==> src/rtl/imm_extend_stage.sv <==
`default_nettype none
// ============================================================================
// Module      : imm_extend_stage
// Description : Registered, mode-selectable immediate extender and branch
//               target generator for the ID stage, with a ready/valid
//               handshake on both sides plus stall and flush.
// Revision    : 1.0 - initial release
// ============================================================================
module imm_extend_stage #(
    parameter int DATA_WIDTH = 32,
    parameter int IMM_WIDTH  = 16,
    parameter int PC_WIDTH   = 32
) (
    input  logic                  i_clock,
    input  logic                  i_reset,
    input  logic                  i_valid,
    output logic                  o_ready,
    input  logic [DATA_WIDTH-1:0] i_instruccion,
    input  logic [1:0]            i_mode,
    input  logic [PC_WIDTH-1:0]   i_pc_plus4,
    input  logic                  i_flush,
    output logic                  o_valid,
    input  logic                  i_ready,
    output logic [DATA_WIDTH-1:0] o_immediate,
    output logic [DATA_WIDTH-1:0] o_branchoffset,
    output logic [PC_WIDTH-1:0]   o_branchtarget
);

    localparam int        c_ext_width = DATA_WIDTH - IMM_WIDTH;

    localparam logic [1:0] c_mode_sign   = 2'b00;
    localparam logic [1:0] c_mode_zero   = 2'b01;
    localparam logic [1:0] c_mode_upper  = 2'b10;
    localparam logic [1:0] c_mode_branch = 2'b11;

    localparam logic [0:0] c_st_empty = 1'b0;
    localparam logic [0:0] c_st_full  = 1'b1;

    logic [0:0]            state_q, state_d;
    logic [DATA_WIDTH-1:0] imm_q, imm_d;
    logic [DATA_WIDTH-1:0] off_q, off_d;
    logic [PC_WIDTH-1:0]   tgt_q, tgt_d;

    logic                  w_accept;
    logic                  w_transfer;
    logic [IMM_WIDTH-1:0]  w_imm;
    logic [DATA_WIDTH-1:0] w_sign_ext;
    logic [DATA_WIDTH-1:0] w_zero_ext;
    logic [DATA_WIDTH-1:0] w_upper_ext;
    logic [DATA_WIDTH-1:0] w_sel_ext;
    logic [DATA_WIDTH-1:0] w_offset;
    logic [PC_WIDTH-1:0]   w_offset_pc;
    logic [PC_WIDTH-1:0]   w_target;

    // ------------------------------------------------------------------
    // Extension datapath (feeds only the output registers)
    // ------------------------------------------------------------------
    assign w_imm       = i_instruccion[IMM_WIDTH-1:0];
    assign w_sign_ext  = {{c_ext_width{w_imm[IMM_WIDTH-1]}}, w_imm};
    assign w_zero_ext  = {{c_ext_width{1'b0}}, w_imm};
    assign w_upper_ext = {w_imm, {c_ext_width{1'b0}}};
    assign w_offset    = {w_sign_ext[DATA_WIDTH-3:0], 2'b00};

    always_comb begin
        w_sel_ext = w_sign_ext;
        case (i_mode)
            c_mode_sign:   w_sel_ext = w_sign_ext;
            c_mode_zero:   w_sel_ext = w_zero_ext;
            c_mode_upper:  w_sel_ext = w_upper_ext;
            c_mode_branch: w_sel_ext = w_sign_ext;
            default:       w_sel_ext = w_sign_ext;
        endcase
    end

    // The offset is a signed quantity, so widening to the PC must sign-extend.
    generate
        if (PC_WIDTH > DATA_WIDTH) begin : g_pc_sext
            assign w_offset_pc = {{(PC_WIDTH-DATA_WIDTH){w_offset[DATA_WIDTH-1]}}, w_offset};
        end else if (PC_WIDTH < DATA_WIDTH) begin : g_pc_trunc
            assign w_offset_pc = w_offset[PC_WIDTH-1:0];
        end else begin : g_pc_same
            assign w_offset_pc = w_offset;
        end
    endgenerate

    assign w_target = i_pc_plus4 + w_offset_pc;

    // ------------------------------------------------------------------
    // Handshake qualifiers
    // ------------------------------------------------------------------
    assign o_ready    = (state_q == c_st_empty) || i_ready;
    assign w_accept   = i_valid && o_ready && !i_flush;
    assign w_transfer = (state_q == c_st_full) && i_ready;

    // ------------------------------------------------------------------
    // State register
    // ------------------------------------------------------------------
    always_ff @(posedge i_clock or negedge i_reset) begin
        if (!i_reset) begin
            state_q <= c_st_empty;
        end else begin
            state_q <= state_d;
        end
    end

    // ------------------------------------------------------------------
    // Next-state logic; flush outranks both accept and transfer
    // ------------------------------------------------------------------
    always_comb begin
        state_d = state_q;
        case (state_q)
            c_st_empty: begin
                if (w_accept) begin
                    state_d = c_st_full;
                end
            end
            c_st_full: begin
                if (i_flush) begin
                    state_d = c_st_empty;
                end else if (w_transfer && !w_accept) begin
                    state_d = c_st_empty;
                end
            end
            default: state_d = c_st_empty;
        endcase
    end

    // ------------------------------------------------------------------
    // Output decode
    // ------------------------------------------------------------------
    always_comb begin
        o_valid = 1'b0;
        case (state_q)
            c_st_empty: o_valid = 1'b0;
            c_st_full:  o_valid = 1'b1;
            default:    o_valid = 1'b0;
        endcase
    end

    // ------------------------------------------------------------------
    // Result registers: load only on accept, otherwise hold
    // ------------------------------------------------------------------
    always_comb begin
        imm_d = imm_q;
        off_d = off_q;
        tgt_d = tgt_q;
        if (w_accept) begin
            imm_d = w_sel_ext;
            off_d = w_offset;
            tgt_d = w_target;
        end
    end

    always_ff @(posedge i_clock or negedge i_reset) begin
        if (!i_reset) begin
            imm_q <= '0;
            off_q <= '0;
            tgt_q <= '0;
        end else begin
            imm_q <= imm_d;
            off_q <= off_d;
            tgt_q <= tgt_d;
        end
    end

    assign o_immediate    = imm_q;
    assign o_branchoffset = off_q;
    assign o_branchtarget = tgt_q;

endmodule
`default_nettype wire

==> config.mk <==
export PLATFORM = sky130hd
export DESIGN_NAME = imm_extend_stage
export DESIGN_NICKNAME = d
export VERILOG_FILES = /design/src/rtl/imm_extend_stage.sv
export SDC_FILE = /design/constraint.sdc
export NUM_CORES = 1
export LEC_CHECK = 0
export CAP_MARGIN = 0
export CORE_MARGIN = 2
export CORE_UTILIZATION = 50
export DETAILED_ROUTE_END_ITERATION = 6
export GPL_TIMING_DRIVEN = 0
export PLACE_DENSITY = 0.87
export SLEW_MARGIN = 20
export SYNTH_ARGS = -nofsm -noshare
export SYNTH_HDL_FRONTEND = slang
export SYNTH_SLANG_ARGS = --single-unit
==> constraint.sdc <==
create_clock -name i_clock -period 5.8 [get_ports i_clock]
set_clock_uncertainty 0.2 [all_clocks]
set_input_delay 1.16 -clock i_clock [delete_from_list [all_inputs] [get_ports i_clock]]
set_output_delay 1.16 -clock i_clock [all_outputs]
set_load 0.005 [all_outputs]
==> flow_metrics.tcl <==
set metrics [dict create \
    synth_seq_cells 81 \
    hp-start "o_branchtarget[1]" \
    vdd_drop_max_mv 0.123 \
    final_nets 829 \
    clkSlewWorstSetupHoldPaths_ns 0.09 \
    die_area_sq_mm 0.0107 \
    antenna_found_initial 0 \
    finalSetupTns_ns 0 \
    min_path_type "flip-flop to flip-flop" \
    p_sw_uw 593 \
    drt_pass1_iterations 5 \
    synth_edf_count 0 \
    ys_warn_count 0 \
    final_max_slew_viol_count 0 \
    p_comb_share_pct 36.5 \
    worstSetupStartpointType "primary input" \
    cts_resized 0 \
    max-cap-violations 0 \
    setup_viol 0 \
    grt-ovfl-total 0 \
    num_rows 36 \
    ctsHtreeMaxLevel 3 \
    port_buffers 150 \
    insertion_delay_ns 0.37 \
    drive_above_1_share_pct 6.84 \
    cpMaxStageDelayCell "clkdlybuf4s50_1" \
    leakage_uw 0.00304 \
    synth-main-ff-cell "dfrtp_1" \
    worst_setup_path_end_kind "flip-flop" \
    clkSinkCount 81 \
    grt_pass1_wl_microns 23700 \
    clk_path_buf_depth 2 \
    switching_share_pct 32.3 \
    cts_tree "built" \
    worstMarginPinSlew_ns 1.12 \
    max_stage_delay_ns 1.02 \
    cts_setup_buffers 0 \
    rsz0062_at_grt "false" \
    place.gp.congestion 0.946 \
    fin_crit_sh_pct 72.8 \
    syn_avg_cell_area_sq_um 8.79 \
    power_density_mw_per_mm2 268 \
    area_delta_synth_final_pct 38.3 \
    cp-startpoint "i_instruccion[15]" \
    io_pins 169 \
    synth_area_sq_mm 0.00495 \
    fmax_mhz 237 \
    cts_made_buffers 9 \
    timing.critical_path.buf_inv 2 \
    whs_path_depth 2 \
    synthCells 563 \
    crit_family "compound AO/OA/AOI/OAI gates" \
    totalWireLength_microns 15200 \
    antenna_cells 0 \
    postRouteAntennaNets 0 \
    fp.dieW_microns 103 \
    track_usage_pct 29.1 \
    ff2ff_setup_slack_ns 2.98 \
    crit_fanout 19 \
    seqPwrFrac_pct 39.8 \
    slew_headroom_pct 25.1 \
    grt_start_max_net_pins 61 \
    ys_types 58 \
    fill_cells 772 \
    placed_cells 848 \
    vias 4908 \
    clockPowerShare_pct 23.7 \
    ys_seq_area_share_pct 41.0 \
    layout.cells.non_filler 864 \
    grt_pass1_vias 4768 \
    wl_per_cell_microns 17.6 \
    cts_hold_buf 0 \
    reg2reg_to "o_branchoffset[16]" \
    drt_iter0_drc 264 \
    drc 0 \
    worstPathCellList "clkdlybuf4s50_1, ha_1, buf_2, a21oi_1, o21ai_0, a311oi_1, o31ai_1, a21boi_1, xor2_1, o21ai_1" \
    reg2reg_from "state_q" \
    cp.arrival_ns 4.27 \
    post-route-min-period_ns 4.22 \
    r2r_cells 6 \
    viasPerCell 5.68 \
    cp.required_ns 5.84 \
    dp_hpwl_microns 11900 \
    coreArea_sq_mm 0.00968 \
    die_y_microns 103 \
    status "completed" \
    hold_viol 0 \
    p_int_uw 1240 \
    start_util_pct 51.1 \
    min_to "o_branchtarget[1]" \
    crit_type "primary input to flip-flop" \
    synthArstFlopShare_pct 100 \
    clock-root-buffer "clkbuf_8" \
]
synthesized netlist by cell type (2+ instances only):
cell type | n | area, sq um
a21oi_1 | 44 | 220
dfrtp_1 | 81 | 2030
clkbuf_1 | 25 | 93.8
o31ai_1 | 19 | 143
o21ai_0 | 23 | 115
or3_1 | 4 | 25.0
nor3_1 | 6 | 30.0
xnor2_1 | 11 | 96.3
o211ai_1 | 5 | 37.5
inv_1 | 12 | 45.0
o21ai_1 | 15 | 75.1
nor2b_1 | 3 | 18.8
xor2_1 | 12 | 105
o2111ai_1 | 4 | 35.0
o21ba_2 | 2 | 20.0
nand2b_1 | 2 | 12.5
ha_1 | 31 | 388
mux2i_1 | 3 | 30.0
a211o_1 | 3 | 26.3
buf_2 | 3 | 15.0
a21o_1 | 10 | 75.1
buf_4 | 16 | 120
o21a_1 | 5 | 37.5
o21bai_1 | 5 | 37.5
nor2_1 | 27 | 101
a22o_1 | 16 | 140
nor3b_1 | 2 | 15.0
and2_1 | 2 | 12.5
nand4_1 | 9 | 56.3
nand3_1 | 6 | 30.0
a31oi_1 | 7 | 43.8
a21boi_1 | 2 | 15.0
buf_1 | 5 | 18.8
nand2_1 | 119 | 447
registers in the layout, summed over array words and instances, names as in the netlist:
name / cells
o_branchoffset: 16
o_branchtarget: 32
o_immediate: 32
state_q: 1
tightest hold or removal path: cells and delay by family (launching register included):
kind / cells / cell delay [ns]
AND/OR/NAND/NOR: 2 / 0.11
flip-flops: 1 / 0.34
per-layer routing:
metal | global-route usage [%] | up-vias | part of all wire, %
met5 | 0 | - | 0
met4 | 14.9 | 0 | 3.9
met3 | 6.52 | 53 | 6.8
met2 | 48.0 | 223 | 48
met1 | 35.8 | 2325 | 41
li1 | - | 2307 | -
power groups by stage:
stage,Combinational [uW],Clock [uW],Sequential [uW]
detailed placement,669,0,739
CTS,672,436,728
global placement,647,0,735
global route,734,457,739
floorplan,287,0,737
finish,670,435,729
cell type report:
cell class	instances	area, sq um	area share [%]
Buffer	49	248	3.62
Clock buffer	9	124	1.81
Clock inverter	7	76.3	1.12
Inverter	12	45.0	0.658
Multi-Input combinational cell	422	2630	38.4
Sequential cell	81	2030	29.6
Tap cell	133	166	2.43
Timing Repair Buffer	151	1530	22.3
layout by cell type, fill, tap and decap left out, types with 3 or more instances in the layout:
cell type / instances
nand3_1: 6
nand2_1: 119
a21o_1: 10
o31ai_1: 19
o211ai_1: 5
clkdlybuf4s50_1: 149
xor2_1: 12
o21bai_1: 5
o2111ai_1: 4
buf_4: 17
a21oi_1: 44
nor3_1: 6
buf_1: 5
nor2_1: 27
ha_1: 31
clkbuf_1: 25
or3_1: 4
a22o_1: 16
a31oi_1: 7
dfrtp_1: 81
o21ai_1: 15
mux2i_1: 3
o21ai_0: 23
a211o_1: 3
xnor2_1: 11
nor2b_1: 3
clkbuf_8: 9
buf_2: 3
o21a_1: 5
nand4_1: 9
inv_1: 12
stage by stage:
step                utilization, %  hold WS [ns]  instance area (sq um)  total power, uW  setup WS [ns]
global placement              68.3         0.255                   6620             1380          0.646
CTS                           70.7         0.284                   6840             1840           1.62
finish                        70.7         0.279                   6840             1830           1.58
global route                  70.7         0.293                   6840             1930           1.33
detailed placement            68.6         0.262                   6640             1410           1.22
floorplan                        -         0.263                   4950             1020           2.41
worst max-delay path by stage:
stage,to,cells after the start
after floorplan,o_branchtarget[26],10
after global placement,o_branchtarget[0],1
after detailed placement,o_branchtarget[27],10
after CTS,o_branchtarget[27],10
after global routing,o_branchtarget[27],10
final,o_branchtarget[27],10
cell families after synthesis:
family	count (synthesis)	share of synthesized area (%)
and+or+nand+nor	189	16.5
adders and majority gates	32	8.24
AOI/OAI and AO/OA	172	23.4
other	1	0.0758
DFF	81	41.0
muxes	4	0.835
xor gates and xnor gates	23	4.07
buffers and inverters	61	5.92
(Power assumes the default switching activity.)
